**src/rtl/cordic_pkg.sv**
```systemverilog
// cordic_pkg -- shared constants and tag record for the CORDIC scheduler
// rev 1.0
`timescale 1ns/1ps
`default_nettype none
package cordic_pkg;
  localparam int W        = 32;
  localparam int CORE_LAT = 32;

  // Q3.29 radians
  localparam logic [31:0] PI      = 32'h6487ED51;
  localparam logic [31:0] HALF_PI = 32'h3243F6A8;

  localparam int TAG_IDX_W = 8;

  typedef struct packed {
    logic                 valid;
    logic [TAG_IDX_W-1:0] idx;
    logic                 flip;
  } tag_t;
endpackage
`default_nettype wire

```
**src/rtl/rr_arbiter.sv**
```systemverilog
// rr_arbiter -- one-hot round-robin arbiter, search starts after the last grant
// rev 1.0
`timescale 1ns/1ps
`default_nettype none
module rr_arbiter #(
  parameter int N_REQ = 4,
  parameter int IW    = 2
) (
  input  logic             clk,
  input  logic             rst_n,
  input  logic [N_REQ-1:0] valid,
  output logic [N_REQ-1:0] grant,
  output logic [IW-1:0]    grant_idx,
  output logic             grant_any
);
  logic [IW-1:0] ptr_q, ptr_d;

  // ptr_q holds the first candidate index, i.e. one past the last grant
  always_comb begin
    int            c;
    logic [IW-1:0] cand;
    c         = 0;
    cand      = '0;
    grant     = '0;
    grant_idx = '0;
    grant_any = 1'b0;
    for (int off = 0; off < N_REQ; off++) begin
      c = int'(ptr_q) + off;
      if (c >= N_REQ) c = c - N_REQ;
      cand = IW'(c);
      if (!grant_any && valid[cand]) begin
        grant[cand] = 1'b1;
        grant_idx   = cand;
        grant_any   = 1'b1;
      end
    end
    ptr_d = ptr_q;
    if (grant_any) ptr_d = (int'(grant_idx) == N_REQ - 1) ? '0 : grant_idx + 1'b1;
  end

  always_ff @(posedge clk or negedge rst_n) begin
    if (!rst_n) ptr_q <= '0;
    else        ptr_q <= ptr_d;
  end
endmodule
`default_nettype wire

```
**src/rtl/cordic_scheduler.sv**
```systemverilog
// cordic_scheduler -- shares one CORDIC core among N_REQ requesters with range fold
// rev 1.0
`timescale 1ns/1ps
`default_nettype none
module cordic_scheduler #(
  parameter int N_REQ    = 4,
  parameter int W        = cordic_pkg::W,
  parameter int CORE_LAT = cordic_pkg::CORE_LAT
) (
  input  logic                           clk,
  input  logic                           rst_n,
  input  logic [N_REQ-1:0]               req_valid,
  input  logic [N_REQ*W-1:0]             req_angle,
  output logic [N_REQ-1:0]               req_ready,
  output logic [W-1:0]                   core_angle,
  input  logic [W-1:0]                   core_sin,
  input  logic [W-1:0]                   core_cos,
  output logic [N_REQ-1:0]               res_valid,
  output logic [W-1:0]                   res_sin,
  output logic [W-1:0]                   res_cos,
  output logic [$clog2(CORE_LAT+3)-1:0]  inflight
);
  import cordic_pkg::*;

  localparam int IW   = (N_REQ > 1) ? $clog2(N_REQ) : 1;
  localparam int IF_W = $clog2(CORE_LAT + 3);

  // Top-align the Q3.29 constants so they keep three integer bits at any W
  localparam logic [63:0]         PI_X          = {PI, 32'h0};
  localparam logic [63:0]         HALF_PI_X     = {HALF_PI, 32'h0};
  localparam logic signed [W-1:0] PI_W          = PI_X[63 -: W];
  localparam logic signed [W-1:0] HALF_PI_W     = HALF_PI_X[63 -: W];
  localparam logic signed [W-1:0] NEG_HALF_PI_W = -HALF_PI_W;

  logic [N_REQ-1:0]    grant;
  logic [IW-1:0]       grant_idx;
  logic                grant_any;
  logic                accept;
  logic signed [W-1:0] sel_angle;
  logic signed [W-1:0] fold_angle;
  logic                fold_flip;

  tag_t                acc_tag_q, acc_tag_d;
  logic [W-1:0]        acc_angle_q, acc_angle_d;
  logic [W-1:0]        core_angle_q, core_angle_d;
  tag_t                tag_q [CORE_LAT+1];
  tag_t                tag_d [CORE_LAT+1];
  tag_t                out_tag;
  logic [N_REQ-1:0]    res_valid_q, res_valid_d;
  logic [W-1:0]        res_sin_q, res_sin_d;
  logic [W-1:0]        res_cos_q, res_cos_d;
  logic [IF_W-1:0]     inflight_q, inflight_d;

  rr_arbiter #(
    .N_REQ (N_REQ),
    .IW    (IW)
  ) u_arb (
    .clk       (clk),
    .rst_n     (rst_n),
    .valid     (req_valid),
    .grant     (grant),
    .grant_idx (grant_idx),
    .grant_any (grant_any)
  );

  assign req_ready = rst_n ? grant : '0;
  assign accept    = grant_any & rst_n;

  always_comb begin
    sel_angle = '0;
    for (int i = 0; i < N_REQ; i++) begin
      if (grant[i]) sel_angle = req_angle[i*W +: W];
    end
    fold_angle = sel_angle;
    fold_flip  = 1'b0;
    if (sel_angle > HALF_PI_W) begin
      fold_angle = sel_angle - PI_W;
      fold_flip  = 1'b1;
    end else if (sel_angle < NEG_HALF_PI_W) begin
      fold_angle = sel_angle + PI_W;
      fold_flip  = 1'b1;
    end
  end

  always_comb begin
    acc_tag_d       = '0;
    acc_tag_d.valid = accept;
    acc_tag_d.idx   = TAG_IDX_W'(grant_idx);
    acc_tag_d.flip  = fold_flip;
    acc_angle_d     = accept ? fold_angle : acc_angle_q;
    core_angle_d    = acc_tag_q.valid ? acc_angle_q : '0;

    // Tag line runs beside the core so the tag at the tail matches core_sin/cos
    tag_d[0] = acc_tag_q;
    for (int i = 1; i <= CORE_LAT; i++) tag_d[i] = tag_q[i-1];
    out_tag = tag_q[CORE_LAT];

    res_valid_d = '0;
    res_sin_d   = res_sin_q;
    res_cos_d   = res_cos_q;
    if (out_tag.valid) begin
      for (int i = 0; i < N_REQ; i++) begin
        if (out_tag.idx == TAG_IDX_W'(i)) res_valid_d[i] = 1'b1;
      end
      res_sin_d = out_tag.flip ? -core_sin : core_sin;
      res_cos_d = out_tag.flip ? -core_cos : core_cos;
    end

    inflight_d = inflight_q + IF_W'(accept) - IF_W'(out_tag.valid);
  end

  always_ff @(posedge clk or negedge rst_n) begin
    if (!rst_n) begin
      acc_tag_q    <= '0;
      acc_angle_q  <= '0;
      core_angle_q <= '0;
      for (int i = 0; i <= CORE_LAT; i++) tag_q[i] <= '0;
      res_valid_q  <= '0;
      res_sin_q    <= '0;
      res_cos_q    <= '0;
      inflight_q   <= '0;
    end else begin
      acc_tag_q    <= acc_tag_d;
      acc_angle_q  <= acc_angle_d;
      core_angle_q <= core_angle_d;
      for (int i = 0; i <= CORE_LAT; i++) tag_q[i] <= tag_d[i];
      res_valid_q  <= res_valid_d;
      res_sin_q    <= res_sin_d;
      res_cos_q    <= res_cos_d;
      inflight_q   <= inflight_d;
    end
  end

  assign core_angle = core_angle_q;
  assign res_valid  = res_valid_q;
  assign res_sin    = res_sin_q;
  assign res_cos    = res_cos_q;
  assign inflight   = inflight_q;
endmodule
`default_nettype wire

```
**config.mk**
```make
export PLATFORM = sky130hd
export DESIGN_NAME = cordic_scheduler
export DESIGN_NICKNAME = d
export VERILOG_FILES = /design/src/rtl/cordic_pkg.sv /design/src/rtl/rr_arbiter.sv /design/src/rtl/cordic_scheduler.sv
export SDC_FILE = /design/constraint.sdc
export NUM_CORES = 1
export LEC_CHECK = 0
export CAP_MARGIN = 20
export CORE_MARGIN = 2
export CORE_UTILIZATION = 40
export DETAILED_ROUTE_END_ITERATION = 6
export PLACE_DENSITY_LB_ADDON = 0.05
export SETUP_SLACK_MARGIN = 0.02
export SYNTH_ARGS = -nofsm -noshare
export SYNTH_HDL_FRONTEND = slang
export SYNTH_HIERARCHICAL = 1
export SYNTH_SLANG_ARGS = --single-unit
export TNS_END_PERCENT = 10
```
**constraint.sdc**
```tcl
create_clock -name clk -period 5.8 [get_ports clk]
set_clock_uncertainty 0.15 [all_clocks]
set_input_delay 1.16 -clock clk [delete_from_list [all_inputs] [get_ports clk]]
set_output_delay 1.16 -clock clk [all_outputs]
set_load 0.01 [all_outputs]
```
* Yosys cells after proc, flatten, opt, wreduce, memory -nomap -nowiden
Index checks and enable logic that the tools add are counted.
** Word-level totals
- Flip-flop bits (word level) :: 276
- Input port bits :: 198
- Output and inout port bits :: 110
- Word-level logic and storage cells :: 206
** Operators by class
- Add/subtract/negate cells :: 14
- $lt $le $gt $ge :: 14
- Equal/unequal tests :: 4
- Mux-type cells :: 50
- Bitwise operators :: 4
- Reduce and logical (&&, ||, !) cells :: 11
** Operators by type and width (number)
- $mux 32 :: 9
- $neg 32->32 :: 2
- $add 32x32->32 const B :: 1
- $gt 32x31->1 const B :: 1
- $lt 32x31->1 const B :: 1
- $sub 32x32->32 const B :: 1
- $mux 4 :: 6
- $mux 1 :: 18
- $mux 2 :: 9
- $lt 2x3->1 const B :: 4
- $or 4x4->4 :: 3
- $ge 3x3->1 const B :: 3
- $bmux 1 s2 :: 4
- $demux 1 s2 :: 4
- $ge 2x1->1 const B :: 4
- $logic_not 8->1 :: 1
- $sub 2x1->2 const B :: 4
- $logic_and 1x1->1 :: 7
- $add 2x2->3 const B :: 2
- $add 6x1->6 :: 1
- $sub 6x1->6 :: 1
- $eq 2x1->1 const B :: 2
- $eq 2x2->1 const B :: 2
- $add 2x1->3 const B :: 1
- other kinds (4) :: 6

* Logic depth before layout (Yosys ltp)
Gate-level depths: netlist (run 1).
- Depth in word-level cells :: 21
- Gate-level depth with buffers :: 23
- Depth with buffers taken out :: 19

* By module
Netlist (run 1), hierarchy kept.
** By module, submodules not included
- cordic_scheduler :: times used 1, cells an instance 1139, area an instance 12200.5 um2, sequential area each 6856.6 um2
- rr_arbiter :: times used 1, cells an instance 59, area an instance 526.8 um2, sequential area each 50.0 um2

* Worst setup path after synthesis (run 1)
No wires, ideal clock.
- Path type :: input -> register
- From :: input req_valid[3]
- To :: register acc_angle_q[16]
- Library setup time :: 140 ps
- Data arrival time :: 5592 ps
- Required time :: 5510 ps
- Path slack :: -82 ps
- Stages :: 17
- Path buffers :: 4
- Cells stage by stage :: clkbuf_2 -> mux4_2 -> nor2b_1 -> a22oi_1 -> o21ai_0 -> nand2b_1 -> buf_2 -> buf_1 -> o221ai_1 -> o311ai_0 -> or4_1 -> a21o_1 -> a21oi_2 -> buf_2 -> nand3_1 -> mux2i_1 -> o311ai_1
** On the way
- Elaborated cells on any way between the ends :: 36
- Those cells by class :: add/sub: 2; order compare: 2; mux: 22; bitwise: 4; reduce/logical: 6
** RTL lines
- start: declaration :: line cordic_scheduler.sv:12 : input logic [N_REQ-1:0] req_valid,
- $bmux 1 s2 :: line rr_arbiter.sv:31 : if (!grant_any && valid[cand]) begin
- $mux 1 (implied by the code) :: line rr_arbiter.sv:31
- $mux 1 :: line rr_arbiter.sv:31
- $logic_not 1->1 :: line rr_arbiter.sv:31
- $logic_and 1x1->1 :: line rr_arbiter.sv:31
- $mux 1 :: line rr_arbiter.sv:31
- $logic_not 1->1 :: line rr_arbiter.sv:31
- $logic_and 1x1->1 :: line rr_arbiter.sv:31
- $mux 1 :: line rr_arbiter.sv:31
- $logic_not 1->1 :: line rr_arbiter.sv:31
- $logic_and 1x1->1 :: line rr_arbiter.sv:31
- $mux 4 (*) :: line rr_arbiter.sv:31
- via grant[2] :: line cordic_scheduler.sv:35 : logic [N_REQ-1:0] grant;
- $mux 32 (*) (2 in a row) :: line cordic_scheduler.sv:72 : if (grant[i]) sel_angle = req_angle[i*W +: W];
- $add 32x32->32 / $lt 32x31->1 (equally long branches) :: line cordic_scheduler.sv:80, cordic_scheduler.sv:79
- $mux 32 :: line cordic_scheduler.sv:79 : end else if (sel_angle < NEG_HALF_PI_W) begin
- $mux 32 (*) :: line cordic_scheduler.sv:76 : if (sel_angle > HALF_PI_W) begin
- end signal: assignment :: line cordic_scheduler.sv:124 : acc_angle_q <= acc_angle_d;
- end: declaration :: line cordic_scheduler.sv:44 : logic [W-1:0] acc_angle_q, acc_angle_d;
The timed path passes the listed nets; every way through them passes the cells marked *. The select of a mux whose other input is x is not followed.
A chain may end at the register's enable or synchronous reset.

* Final worst setup path (run 1)
- From :: input req_valid[2]
- To :: register acc_angle_q[1]
** On the way
- Elaborated cells on any way between the ends :: 36
- Those cells by class :: add/sub: 2; order compare: 2; mux: 22; bitwise: 4; reduce/logical: 6
** RTL lines (line)
- $bmux 1 s2 :: rr_arbiter.sv:31
- $mux 1 (implied by the code) :: rr_arbiter.sv:31
- $mux 1 :: rr_arbiter.sv:31
- $logic_not 1->1 :: rr_arbiter.sv:31
- $logic_and 1x1->1 :: rr_arbiter.sv:31
- $mux 1 :: rr_arbiter.sv:31
- $logic_not 1->1 :: rr_arbiter.sv:31
- $logic_and 1x1->1 :: rr_arbiter.sv:31
- $mux 1 :: rr_arbiter.sv:31
- $logic_not 1->1 :: rr_arbiter.sv:31
- $logic_and 1x1->1 :: rr_arbiter.sv:31
- $mux 4 (*) :: rr_arbiter.sv:31
- via grant[3] :: cordic_scheduler.sv:35
- $mux 32 (*) :: cordic_scheduler.sv:72
- $add 32x32->32 / $lt 32x31->1 (equally long branches) :: cordic_scheduler.sv:80, cordic_scheduler.sv:79
- $mux 32 :: cordic_scheduler.sv:79
- $mux 32 (*) :: cordic_scheduler.sv:76
Marks and branches as above.

==> results.tsv, run 1 <==
metric	value	unit
TritonRoute pass-1 iters	5	
net count after synthesis	1411	
syn avg cell area	10.6	um2
total grt overflow	0	
Worst R2R Path Depth	19	
critical path cell sequence	dlymetal6s2s_1 > mux4_2 > nor2b_1 > buf_4 > buf_4 > a22oi_1 > o21ai_2 > or2_4 > buf_4 > o221a_2 > or4_4 > or4_4 > a21o_1 > a21o_1 > buf_4 > mux2i_1 > a222oi_1 > o21ai_1	
commonest cells in the netlist	276 x dfrtp_1, 102 x nor2_1, 92 x a21oi_1	
Post-Synthesis Cells	1198	
# rows	65	
total number of vias	10828	
Reg2Reg Setup Slack	0.71	ns
Reg clk slew, reported paths	0.06	ns
Area Overhead vs Synth	45.3	%
Min Hold Slack	0.182	ns
outcome	finished, final reports clean	
critical path endpoint category	flop	
Total Wirelength	36300	um
Yosys reg bits	276	
Final min period	5.28	ns
hold path depth	0	
count leader, synth	dfrtp_1	
number of diodes	0	
Die W	182	um
Most Frequent Cell on Critical Path	buf_4	
Synth area leaders	dfrtp_1 54%, xor2_1 4.3%, a21oi_1 3.6%, nor2_1 3.0%, nand2_1 2.2%	
Ports	308	
Detail Route Antenna Nets	0	
Distinct cells, synth	79	
layout cells sized above 1	0.172	
Die Y	182	um
Hold WC Path Type	flop to flop	
fmax	0.190	GHz
VDD IR-drop max	0.377	mV
Clk Latency, worst-skew pair	0.53	ns
PD cells	809	nW/um2
Vias/cell	5.24	
largest net degree at the start of global routing	84	
Final Max Slew Viols	0	
Routed WL per cell	17.6	um
I/O Buffers	307	
CP Class	input pin to flop	
area of the core	31500	um2
worst path arrival time	5.50	ns
Req. time, crit path	6.03	ns
post-DP HPWL	28100	um
unrepaired setup endpoints after global routing	false	
synthesized area	12700	um2
measured slew at the worst slew-check pin	1.04	ns
drt initial violations	563	
global-route wire length before repair	58300	um
Post-synth EDFFs	0	
relative slew slack	0.305	
Synth Warn #	6	
area leader, netlist	dfrtp_1	
CTS Buf Count	26	
root buffer cell	clkbuf_16	
Fin. Hold Viols	0	
All-Layer GR Usage	0.219	
Starting Density	0.404	
die area	33300	um2
Setup crit start kind	input pin	
vias in the first global route	10800	
Crit-path slowest cell	or4_4	
Leak	7.92	nW
Post-synth ARST share	1.00	
TritonCTS clock tree	yes	
nets@finish	1859	
RR Endpoint	acc_angle_q[1]$_DFFE_PN0P_	
crit-path max FO	7	
clock sink count	276	
register area share after synthesis	0.543	
max-cap check violation count	0	
RD Place Congestion	0.920	
final worst path period share	0.910	
post-placement setup slack	-0.470	ns
antenna violations before repair	0	
Final WS setup	0.525	ns
Yosys top cell area share	0.543	
H-tree depth	1	
clock buffer depth	3	
ys flop type	dfrtp_1	
hold endpoint	tag_d[109]$_DFF_PN0_	
final setup TNS	0	ns
drt drc	0	
total power draw	15.0	mW
Hold Path Origin	tag_d[119]$_DFF_PN0_	
crit-path max cell delay	0.56	ns
# setup viols final	0	
-- how the worst max path moves through the flow --
stage | startpoint | endpoint | slack [ns] | cells after the start
3_3_place_gp | req_valid[2] | acc_angle_q[16]$_DFFE_PN0P_ | -0.33 | 21
3_5_place_dp | req_valid[2] | acc_angle_q[4]$_DFFE_PN0P_ | -0.47 | 18
2_1_floorplan | req_valid[3] | acc_angle_q[25]$_DFFE_PN0P_ | -0.004 | 17
5_1_grt | req_valid[2] | acc_angle_q[1]$_DFFE_PN0P_ | 0.23 | 20
6_report | req_valid[2] | acc_angle_q[1]$_DFFE_PN0P_ | 0.52 | 18
4_1_cts | req_valid[2] | acc_angle_q[4]$_DFFE_PN0P_ | 0.05 | 18
-- routing by layer --
layer	GRT usage	vias up	routed length, um
met2	0.368	387	17000
met1	0.303	5132	16500
met5	0	-	0
met3	0.0361	38	2290
met4	0.0406	0	509
li1	-	5271	-
-- critical path, delay by kind of cell --
kind,cells,cell delay (ns)
mux,2,0.61
buf+inv,5,0.76
simple gates,4,1.53
compound gates,7,1.43
-- per-stage QoR --
| step | cell area (um2) | std cells | utilization |
|---|---|---|---|
| after floorplan | 12700 | 1198 | - |
| after global placement | 17400 | 2016 | 0.554 |
| after detailed placement | 17400 | 2016 | 0.554 |
| after CTS | 18400 | 2062 | 0.583 |
| after global routing | 18500 | 2066 | 0.588 |
| final | 18500 | 2066 | 0.588 |
-- cell families (layout without fill, tap and decap cells) --
group | Yosys count | after routing | synth area share
AO/OA/AOI/OAI | 356 | 356 | 0.189
XOR/XNOR | 91 | 91 | 0.0626
adder cells (fa/ha/maj) | 15 | 15 | 0.0153
buffers and inverters | 90 | 556 | 0.0281
flip-flops | 276 | 276 | 0.543
multiplexers | 20 | 20 | 0.0206
AND/OR/NAND/NOR | 350 | 350 | 0.142
-- layout by cell type, fill, tap and decap left out, drive strengths merged, types with 9 or more instances in the layout --
| cell type | n |
|---|---|
| o221ai | 10 |
| a221oi | 13 |
| mux2i | 9 |
| clkbuf | 30 |
| or3 | 10 |
| xor2 | 63 |
| o22ai | 20 |
| o31ai | 21 |
| nor3 | 15 |
| ha | 14 |
| a22oi | 24 |
| dfrtp | 276 |
| nand3 | 17 |
| buf | 179 |
| and2 | 39 |
| a21oi | 93 |
| xnor2 | 28 |
| or2 | 14 |
| or4 | 18 |
| o21ai | 69 |
| inv | 26 |
| nor2b | 12 |
| clkdlybuf4s50 | 302 |
| nand2b | 11 |
| nand2 | 74 |
| nor2 | 102 |
-- area by class of cell --
type                    count  area (um2)
clock buffers              30         696
flip-flops and latches    276        6910
multi-input cells         832        5540
clock inverters            16         234
fillers                  2725       13000
inverters                  25        93.8
repair buffers            485        4520
well taps                 402         503
-- registers in the layout (all words and copies together), names as in the netlist, named ones only --
name / cells
res_valid: 4
acc_tag_q: 4
out_tag: 4
inflight: 6
res_cos: 32
acc_angle_q: 32
core_angle: 32
u_arb/ptr_q: 1
tag_d: 128
res_sin: 32
-- where the power goes --
group	internal [mW]	leakage, nW	switching [mW]
Sequential	2.71	3.29	0.366
Clock	1.09	0.446	0.710
Combinational	5.13	4.19	4.97
-- repair_timing --
action                     CTS  global route
setup endpoints to repair    0            32
gates resized for setup      0            20
hold buffers                 0             0
buffers inserted             0             3
Note: power is estimated with default switching activity, not from simulation.
==> run 2, diff against run 1 <==
==> constraint.sdc (replaced) <==
create_clock -name clk -period 4.4 [get_ports clk]
set_clock_uncertainty 0.15 [all_clocks]
set_input_delay 0.88 -clock clk [delete_from_list [all_inputs] [get_ports clk]]
set_output_delay 0.88 -clock clk [all_outputs]
set_load 0.01 [all_outputs]
==> results.tsv, run 2 (synthesis results as in run 1) <==
metric	value	unit
outcome	finished, violations left	
failing checks	setup timing	
fmax	0.208	GHz
relative slew slack	0.428	
Placed Area	18100	um2
Hold WC Path Type	input pin to async pin	
Fin. Hold Viols	0	
H-tree depth	1	
Vias/cell	5.24	
RD Place Congestion	0.938	
antenna violations before repair	0	
drt drc	0	
global-route wire length before repair	62200	um
# setup viols final	36	
Setup crit start kind	flop	
worst path arrival time	5.10	ns
Final WS setup	-0.418	ns
Area Overhead vs Synth	54.9	%
TritonCTS clock tree	yes	
nets@finish	1945	
Reg2Reg Setup Slack	-0.42	ns
total number of vias	11289	
Detail Route Antenna Nets	0	
number of diodes	0	
Largest register FFs	128	
vias in the first global route	11575	
All-Layer GR Usage	0.234	
RR Endpoint	acc_angle_q[25]$_DFFE_PN0P_	
I/O Buffers	307	
CTS Buf Count	26	
M1 wire length	17800	um
highest routing layer actually used	met4	
# rows	65	
critical path endpoint category	flop	
most frequent cells in the layout	300 x clkdlybuf4s50_1, 275 x dfrtp_1, 237 x buf_4, 99 x nor2_1, 90 x a21oi_1	
root buffer cell	clkbuf_16	
Worst R2R Path Depth	19	
Ports	308	
Final Max Slew Viols	0	
Req. time, crit path	4.68	ns
Die Y	182	um
measured slew at the worst slew-check pin	0.858	ns
Min Hold Slack	0.0990	ns
area of the core	31500	um2
crit-path max FO	5	
Reg clk slew, reported paths	0.07	ns
routed wl met2	18100	um
Total Wirelength	39300	um
Clk Latency, worst-skew pair	0.54	ns
Final min period	4.82	ns
unrepaired setup endpoints after global routing	true	
TritonRoute pass-1 iters	6	
CP Class	flop to flop	
largest net degree at the start of global routing	133	
die area	33300	um2
max-cap check violation count	0	
drt initial violations	519	
final worst path period share	1.10	
final instance area	19700	um2
Die W	182	um
commonest non-fill, non-tap cell in the layout	clkdlybuf4s50_1	
Starting Density	0.404	
total grt overflow	0	
met3 routed WL	2330	um
post-DP HPWL	29400	um
clock sink count	276	
clock buffer depth	3	
Routed WL per cell	18.2	um
layout cells sized above 1	0.248	
==> run 2: timing repair <==
action                                 CTS  global route
pin swaps                               11            19
buffers inserted                        17            14
cloned                                   2             2
setup endpoints to repair               39            41
endpoints found under the hold margin    0             0
gates resized for setup                 39            59
hold buffers                             0             0
==> run 2: cell type report <==
type | count | area (um2)
fill | 2636 | 11800
sequential | 276 | 6910
multi-input combinational | 834 | 6070
timing repair buffer | 569 | 5220
clock buffer | 36 | 738
tap | 402 | 503
clock inverter | 11 | 183
inverter | 25 | 93.8
==> run 2: how the worst max path moves through the flow <==
| stage | start | end | slack (ns) | cells past startpoint |
|---|---|---|---|---|
| floorplan | req_valid[3] | acc_angle_q[1]$_DFFE_PN0P_ | -0.56 | 18 |
| global placement | req_valid[1] | acc_angle_q[4]$_DFFE_PN0P_ | -1.20 | 18 |
| detailed placement | req_valid[3] | acc_angle_q[4]$_DFFE_PN0P_ | -1.32 | 17 |
| CTS | flop | acc_angle_q[16]$_DFFE_PN0P_ | -0.39 | 19 |
| global route | flop | acc_angle_q[22]$_DFFE_PN0P_ | -0.59 | 22 |
| finish | flop | acc_angle_q[25]$_DFFE_PN0P_ | -0.42 | 19 |
==> run 2: worst max-delay path: stages (launching register included) <==
cell and delay, ns:
dfrtp_1 0.41, inv_2 0.07, ha_4 0.29, mux4_2 0.39, nor2b_4 0.22, buf_6 0.12, a22oi_2 0.06, o21ai_4 0.24
nor2b_4 0.11, buf_6 0.13, a22o_4 0.22, o221a_4 0.22, or4_4 0.49, or4_4 0.46, a21o_4 0.23, buf_12 0.13
a21oi_4 0.20, a31oi_1 0.15, xnor2_1 0.14, mux2_2 0.26
==> run 2: metal layers <==
metal	vias to the layer above	global-route usage
met5	-	0
met3	62	0.0321
met4	0	0.0684
li1	5437	-
met2	393	0.387
met1	5397	0.322
==> run 2: metrics by stage <==
step | worst slack (ns) | std cells | utilization | TNS [ns]
floorplan | -0.555 | 1198 | - | -14.77
detailed placement | -1.32 | 2073 | 0.574 | -44.50
finish | -0.418 | 2153 | 0.626 | -10.99
global placement | -1.20 | 2073 | 0.574 | -41.20
CTS | -0.386 | 2139 | 0.614 | -10.85
global route | -0.585 | 2153 | 0.626 | -17.36
Power of run 2 is not shown: default switching activity piles up to over one toggle a cycle in this logic, so the estimate is an artifact.
==> run 3, diff against run 2 <==
--- a/config.mk
+++ b/config.mk
@@ -5,7 +5,6 @@
 export SDC_FILE = /design/constraint.sdc
 export NUM_CORES = 1
 export LEC_CHECK = 0
-export CAP_MARGIN = 20
 export CORE_MARGIN = 2
 export CORE_UTILIZATION = 40
 export DETAILED_ROUTE_END_ITERATION = 6
==> results of run 3 <==
Final layout, timing and power as in run 2 (identical DEF).
Power of run 3 is left out for the same reason.
